## config.mk

```make
export PLATFORM = sky130hd
export DESIGN_NAME = mc_controller
export DESIGN_NICKNAME = d
export VERILOG_FILES = /design/src/rtl/mc_ctrl_pkg.sv /design/src/rtl/mc_controller_aludec.sv /design/src/rtl/mc_controller.sv
export SDC_FILE = /design/constraint.sdc
export NUM_CORES = 1
export LEC_CHECK = 0
export CORE_ASPECT_RATIO = 1.4
export CORE_MARGIN = 2
export CORE_UTILIZATION = 35
export CTS_CLUSTER_DIAMETER = 200
export DETAILED_ROUTE_END_ITERATION = 8
export GPL_ROUTABILITY_DRIVEN = 0
export PLACE_DENSITY = 0.76
export SLEW_MARGIN = 25
export SYNTH_ARGS = -nofsm -noshare
export SYNTH_HDL_FRONTEND = slang
export SYNTH_SLANG_ARGS = --single-unit
```

## constraint.sdc

```tcl
create_clock -name clk -period 5 [get_ports clk]
set_clock_uncertainty 0.15 [all_clocks]
set_input_delay 0.75 -clock clk [delete_from_list [all_inputs] [get_ports clk]]
set_output_delay 0.75 -clock clk [all_outputs]
set_load 0.1 [all_outputs]
```

## src/rtl/mc_ctrl_pkg.sv

```systemverilog
// Shared types and encodings for the RV32I multicycle controller and its ALU decoder.
package mc_ctrl_pkg;

    typedef enum logic [3:0] {
        S_FETCH    = 4'd0,
        S_DECODE   = 4'd1,
        S_MEMADR   = 4'd2,
        S_MEMREAD  = 4'd3,
        S_MEMWB    = 4'd4,
        S_MEMWRITE = 4'd5,
        S_EXECUTER = 4'd6,
        S_EXECUTEI = 4'd7,
        S_ALUWB    = 4'd8,
        S_BEQ      = 4'd9,
        S_JAL      = 4'd10
    } state_t;

    localparam logic [6:0] OP_LW  = 7'b0000011;
    localparam logic [6:0] OP_SW  = 7'b0100011;
    localparam logic [6:0] OP_R   = 7'b0110011;
    localparam logic [6:0] OP_I   = 7'b0010011;
    localparam logic [6:0] OP_BEQ = 7'b1100011;
    localparam logic [6:0] OP_JAL = 7'b1101111;

    localparam logic [2:0] ALU_ADD = 3'b000;
    localparam logic [2:0] ALU_SUB = 3'b001;
    localparam logic [2:0] ALU_AND = 3'b010;
    localparam logic [2:0] ALU_OR  = 3'b011;
    localparam logic [2:0] ALU_SLT = 3'b101;

    localparam logic [1:0] ALUOP_ADD   = 2'b00;
    localparam logic [1:0] ALUOP_SUB   = 2'b01;
    localparam logic [1:0] ALUOP_FUNCT = 2'b10;

    localparam logic [1:0] RES_ALUOUT    = 2'b00;
    localparam logic [1:0] RES_DATA      = 2'b01;
    localparam logic [1:0] RES_ALURESULT = 2'b10;

    localparam logic [1:0] SRCA_PC    = 2'b00;
    localparam logic [1:0] SRCA_OLDPC = 2'b01;
    localparam logic [1:0] SRCA_RS1   = 2'b10;

    localparam logic [1:0] SRCB_RS2  = 2'b00;
    localparam logic [1:0] SRCB_IMM  = 2'b01;
    localparam logic [1:0] SRCB_FOUR = 2'b10;

    localparam logic [1:0] IMM_I = 2'b00;
    localparam logic [1:0] IMM_S = 2'b01;
    localparam logic [1:0] IMM_B = 2'b10;
    localparam logic [1:0] IMM_J = 2'b11;

endpackage

```

## src/rtl/mc_controller_aludec.sv

```systemverilog
// ALU decoder: maps ALUOp plus instruction function fields onto the ALU control code.
module aludec
    import mc_ctrl_pkg::*;
(
    input  logic       opb5,
    input  logic [2:0] funct3,
    input  logic       funct7b5,
    input  logic [1:0] ALUOp,
    output logic [2:0] ALUControl
);

    // funct7b5 only selects sub for register-register ops; addi ignores it
    always_comb begin
        ALUControl = ALU_ADD;
        case (ALUOp)
            ALUOP_SUB: ALUControl = ALU_SUB;
            ALUOP_FUNCT: begin
                case (funct3)
                    3'b000:  ALUControl = (opb5 & funct7b5) ? ALU_SUB : ALU_ADD;
                    3'b010:  ALUControl = ALU_SLT;
                    3'b110:  ALUControl = ALU_OR;
                    3'b111:  ALUControl = ALU_AND;
                    default: ALUControl = ALU_ADD;
                endcase
            end
            default: ALUControl = ALU_ADD;
        endcase
    end

endmodule

```

## src/rtl/mc_controller.sv

```systemverilog
// Multicycle RV32I control FSM with memory-ready stalls.
// Optional performance counters are enabled by defining MC_CTRL_PERF_EN.
module mc_controller
    import mc_ctrl_pkg::*;
#(
    parameter int unsigned WAIT_ON_MEM = 1
) (
    input  logic       clk,
    input  logic       reset_n,
    input  logic [6:0] op,
    input  logic [2:0] funct3,
    input  logic       funct7b5,
    input  logic       zero,
    input  logic       mem_ready,
    output logic       pc_write,
    output logic       adr_src,
    output logic       mem_write,
    output logic       ir_write,
    output logic [1:0] result_src,
    output logic [1:0] alu_src_a,
    output logic [1:0] alu_src_b,
    output logic [1:0] imm_src,
    output logic       reg_write,
    output logic [2:0] alu_control,
    output logic       illegal_instr
`ifdef MC_CTRL_PERF_EN
    ,
    output logic [31:0] cycle_cnt,
    output logic [31:0] instret_cnt
`endif
);

    state_t     r_state;
    state_t     w_nextState;
    logic       w_memReady;
    logic       w_pcUpdate;
    logic       w_branch;
    logic [1:0] w_aluOp;

    assign w_memReady = (WAIT_ON_MEM != 0) ? mem_ready : 1'b1;

    always_ff @(posedge clk) begin
        if (!reset_n) begin
            r_state <= S_FETCH;
        end else begin
            r_state <= w_nextState;
        end
    end

    always_comb begin
        w_nextState   = r_state;
        adr_src       = 1'b0;
        mem_write     = 1'b0;
        ir_write      = 1'b0;
        result_src    = RES_ALUOUT;
        alu_src_a     = SRCA_PC;
        alu_src_b     = SRCB_RS2;
        reg_write     = 1'b0;
        illegal_instr = 1'b0;
        w_pcUpdate    = 1'b0;
        w_branch      = 1'b0;
        w_aluOp       = ALUOP_ADD;
        case (r_state)
            S_FETCH: begin
                alu_src_b  = SRCB_FOUR;
                result_src = RES_ALURESULT;
                ir_write   = w_memReady;
                w_pcUpdate = w_memReady;
                if (w_memReady) w_nextState = S_DECODE;
            end
            S_DECODE: begin
                alu_src_a = SRCA_OLDPC;
                alu_src_b = SRCB_IMM;
                case (op)
                    OP_LW, OP_SW: w_nextState = S_MEMADR;
                    OP_R:         w_nextState = S_EXECUTER;
                    OP_I:         w_nextState = S_EXECUTEI;
                    OP_BEQ:       w_nextState = S_BEQ;
                    OP_JAL:       w_nextState = S_JAL;
                    default: begin
                        w_nextState   = S_FETCH;
                        illegal_instr = 1'b1;
                    end
                endcase
            end
            S_MEMADR: begin
                alu_src_a   = SRCA_RS1;
                alu_src_b   = SRCB_IMM;
                w_nextState = op[5] ? S_MEMWRITE : S_MEMREAD;
            end
            S_MEMREAD: begin
                adr_src = 1'b1;
                if (w_memReady) w_nextState = S_MEMWB;
            end
            S_MEMWB: begin
                result_src  = RES_DATA;
                reg_write   = 1'b1;
                w_nextState = S_FETCH;
            end
            S_MEMWRITE: begin
                adr_src   = 1'b1;
                mem_write = 1'b1;
                if (w_memReady) w_nextState = S_FETCH;
            end
            S_EXECUTER: begin
                alu_src_a   = SRCA_RS1;
                w_aluOp     = ALUOP_FUNCT;
                w_nextState = S_ALUWB;
            end
            S_EXECUTEI: begin
                alu_src_a   = SRCA_RS1;
                alu_src_b   = SRCB_IMM;
                w_aluOp     = ALUOP_FUNCT;
                w_nextState = S_ALUWB;
            end
            S_ALUWB: begin
                reg_write   = 1'b1;
                w_nextState = S_FETCH;
            end
            S_BEQ: begin
                alu_src_a   = SRCA_RS1;
                w_aluOp     = ALUOP_SUB;
                w_branch    = 1'b1;
                w_nextState = S_FETCH;
            end
            S_JAL: begin
                alu_src_a   = SRCA_OLDPC;
                alu_src_b   = SRCB_FOUR;
                w_pcUpdate  = 1'b1;
                w_nextState = S_ALUWB;
            end
            default: w_nextState = S_FETCH;
        endcase
        // Reset must suppress every architectural write, even mid-instruction
        if (!reset_n) begin
            ir_write      = 1'b0;
            reg_write     = 1'b0;
            mem_write     = 1'b0;
            illegal_instr = 1'b0;
            w_pcUpdate    = 1'b0;
            w_branch      = 1'b0;
        end
        pc_write = w_pcUpdate | (w_branch & zero);
    end

    always_comb begin
        case (op)
            OP_SW:   imm_src = IMM_S;
            OP_BEQ:  imm_src = IMM_B;
            OP_JAL:  imm_src = IMM_J;
            default: imm_src = IMM_I;
        endcase
    end

    aludec u_aludec (
        .opb5       (op[5]),
        .funct3     (funct3),
        .funct7b5   (funct7b5),
        .ALUOp      (w_aluOp),
        .ALUControl (alu_control)
    );

`ifdef MC_CTRL_PERF_EN
    logic        w_retire;
    logic [31:0] r_cycleCnt;
    logic [31:0] r_instretCnt;

    // Retire on the last cycle of each legal instruction only
    assign w_retire = (r_state == S_MEMWB) || (r_state == S_ALUWB) || (r_state == S_BEQ)
                   || ((r_state == S_MEMWRITE) && w_memReady);

    always_ff @(posedge clk) begin
        if (!reset_n) begin
            r_cycleCnt   <= 32'd0;
            r_instretCnt <= 32'd0;
        end else begin
            r_cycleCnt <= r_cycleCnt + 32'd1;
            if (w_retire) r_instretCnt <= r_instretCnt + 32'd1;
        end
    end

    assign cycle_cnt   = r_cycleCnt;
    assign instret_cnt = r_instretCnt;
`endif

endmodule

```

==> impl_metrics.ini <==
[floorplanning]
coreArea_mm2 = 0.00190
dieArea_mm2 = 0.00235
die_x_um = 41.5
die_h_um = 56.6
io_pins = 32
rows = 19
start_util_pct = 36.3

[synthesis]
ys_seq_area_share_pct = 11.6
yosys_warnings = 0
netlist.area_leader.share_pct = 11.6
synth_top_cell_by_area = dfxtp_1
avgSynthCellArea_um2 = 7.05
netlist_instances = 98
synth.area.top_cells = dfxtp_1, o21ai_0, nand2b_1
synth_edf_count = 0
synth_common_cells = o21ai_0, nand2_1, a21oi_1, nand2b_1
synth.most_common_cell = o21ai_0
synth_ff_type = dfxtp_1
async_flop_share_pct = 0
synth_seq_cells = 4
yosysUniqueCellTypes = 35
syn_area_um2 = 691
synth_nets = 115

[setup_path]
cp-end-kind = primary output
worst_ep_required_time_ns = 4.10
path_class = reg2out
critPathMaxFanout = 20
cpLargestDelayFamily = buffers and inverters
crit_chain = nand3b_1, inv_1, ha_1, nor4_2, clkdlybuf4s50_1
crit_path_top_delay_cell = clkdlybuf4s50_1
slowest_delay_ns = 1.17
crit_path_start_kind = flop
crit_arrival_ns = 3.10
path_buf_inv = 2

[cts]
ctsHtreeMaxLevel = 1
tritoncts = yes
cts_max_path_buffers = 2
cts_sinks = 4
post-cts-setup-buffers = 0
holdBufCountCts = 0
clk_pin_slew_worst_paths_ns = 0.03
clock_latency_ns = 0.23
clockRootBuffer = clkbuf_4
postCtsResizedCells = 0
numCtsBuffers = 3

[drt]
drc = 0
wirelength_um = 1860
ant_nets = 0
via_per_inst = 5.43
wire_per_inst_um = 12.7
dr.pass1.iters = 4
drtIter0Drc = 6
vias = 798

[finish]
layout-drive-gt1-share_pct = 11.1
regMostFlops = r_state
syn_to_final_growth_pct = 47.6
top_regs = r_state: 4 flops
diodes = 0
largest_reg_flops = 4
nets = 145
fin_cells = 147
postLayoutCellArea_mm2 = 0.00102

[global_route]
antenna_found_initial = 0
grt_pass1_wl_um = 3040
overflow = 0
grt_pass1_vias = 744
grt_max_degree = 21
grt_util_all_layers_pct = 15.9

[sta]
fin_crit_ns = 4.00
slew_headroom_pct = 34.5
setup_viol = 0
drv_slew = 0
worst_pin_slew_ns = 0.980
period_share_pct = 79.9
fin_setup_tns_ns = 0
rsz0062_at_grt = false
hold_viol_final = 0
timing.fmax_ghz = 0.250

[placed_design]
dpl_cell_area_um2 = 997
place_inst = 144
io_buffers = 31
dp_hpwl_um = 1440

[min_path]
hold_class = reg2reg

[pwr]
p_int_w = 0.0000854
powerDensity_mw_per_mm2 = 145
peakVddDrop_v = 0.0000995
switchingPower_w = 0.0000621
switching_share_pct = 42.1
comb_power_share_pct = 49.9
clkPwrFrac_pct = 25.9
p_leak_nw = 0.381
seq_power_share_pct = 24.3

[outcome]
outcome = finished, final reports clean

[job]
maxCapViolCount = 0
==> area by class of cell <==
class	instances	area (um^2)
clock buffers	3	22.5
fillers	190	882
inverters	4	15.0
multi-input cells	84	573
flip-flops and latches	4	80.1
well taps	21	26.3
repair buffers	31	303
==> through the flow <==
step	setup WS, ns	power, W	hold slack [ns]	util [%]
floorplan	0.519	0.0000847	0.514	-
global placement	1.26	0.000109	0.649	52.4
detailed placement	1.25	0.000110	0.666	52.4
CTS	1.01	0.000150	0.668	53.6
global route	0.831	0.000157	0.721	53.6
finish	1.00	0.000147	0.660	53.6
==> routing by layer <==
layer | share of wire (%) | up-vias | wire length [um] | GRT usage (%)
met3 | 2.7 | 6 | 51 | 1.61
met5 | 0 | - | 0 | 0
met1 | 43 | 359 | 810 | 17.3
li1 | - | 415 | - | -
met2 | 52 | 18 | 963 | 29.2
met4 | 2.0 | 0 | 38 | 8.76
==> placed cells by master, fill, tap and decap left out, types with 2 or more instances in the layout <==
| cell | count |
|---|---|
| clkdlybuf4s50_1 | 28 |
| o21ai_0 | 9 |
| nand2_1 | 8 |
| nand2b_1 | 7 |
| a21oi_1 | 7 |
| nor3_1 | 6 |
| nor2_1 | 6 |
| nor2b_1 | 5 |
| inv_1 | 4 |
| nand3_1 | 4 |
| dfxtp_1 | 4 |
| clkbuf_4 | 3 |
| buf_4 | 3 |
| and2_1 | 2 |
| nor4_2 | 2 |
| nand3b_1 | 2 |
| xnor2_1 | 2 |
| and3_1 | 2 |
| mux2i_1 | 2 |
| a32o_1 | 2 |
| ha_1 | 2 |
==> worst register-to-register path, stage by stage, from the launching register on <==
cell      delay [ns]
dfxtp_1         0.82
nand2b_1        0.27
nor3_1          0.27
a221oi_2        0.07
nor3b_2         0.15
==> power groups by stage <==
stage               clock network (W)   logic, W  registers, W
global placement                    0  0.0000728     0.0000363
finish                      0.0000381  0.0000735     0.0000358
global route                0.0000434  0.0000776     0.0000361
floorplan                           0  0.0000505     0.0000342
detailed placement                  0  0.0000734     0.0000363
CTS                         0.0000401  0.0000736     0.0000358
==> final timing paths <==
check / start / to / slack [ns] / depth (start not counted)
max: r_state[2] / alu_control[2] / 1.00 / 5
min: r_state[1] / r_state[0] / 0.66 / 2
max reg2reg: r_state[2] / r_state[0] / 3.20 / 4
min reg2reg: r_state[1] / r_state[0] / 0.66 / 2
==> cells by family (layout without fill, tap and decap cells) <==
group,after synthesis,in the layout,synth area share [%]
AO/OA/AOI/OAI,23,23,21.0
adder cells (fa/ha/maj),2,2,3.62
buffers and inverters,10,38,7.25
AND/OR/NAND/NOR,54,54,49.8
flip-flops,4,4,11.6
multiplexers,2,2,2.90
XOR/XNOR,3,3,3.81
No activity file was read; power rests on OpenSTA's default activity.
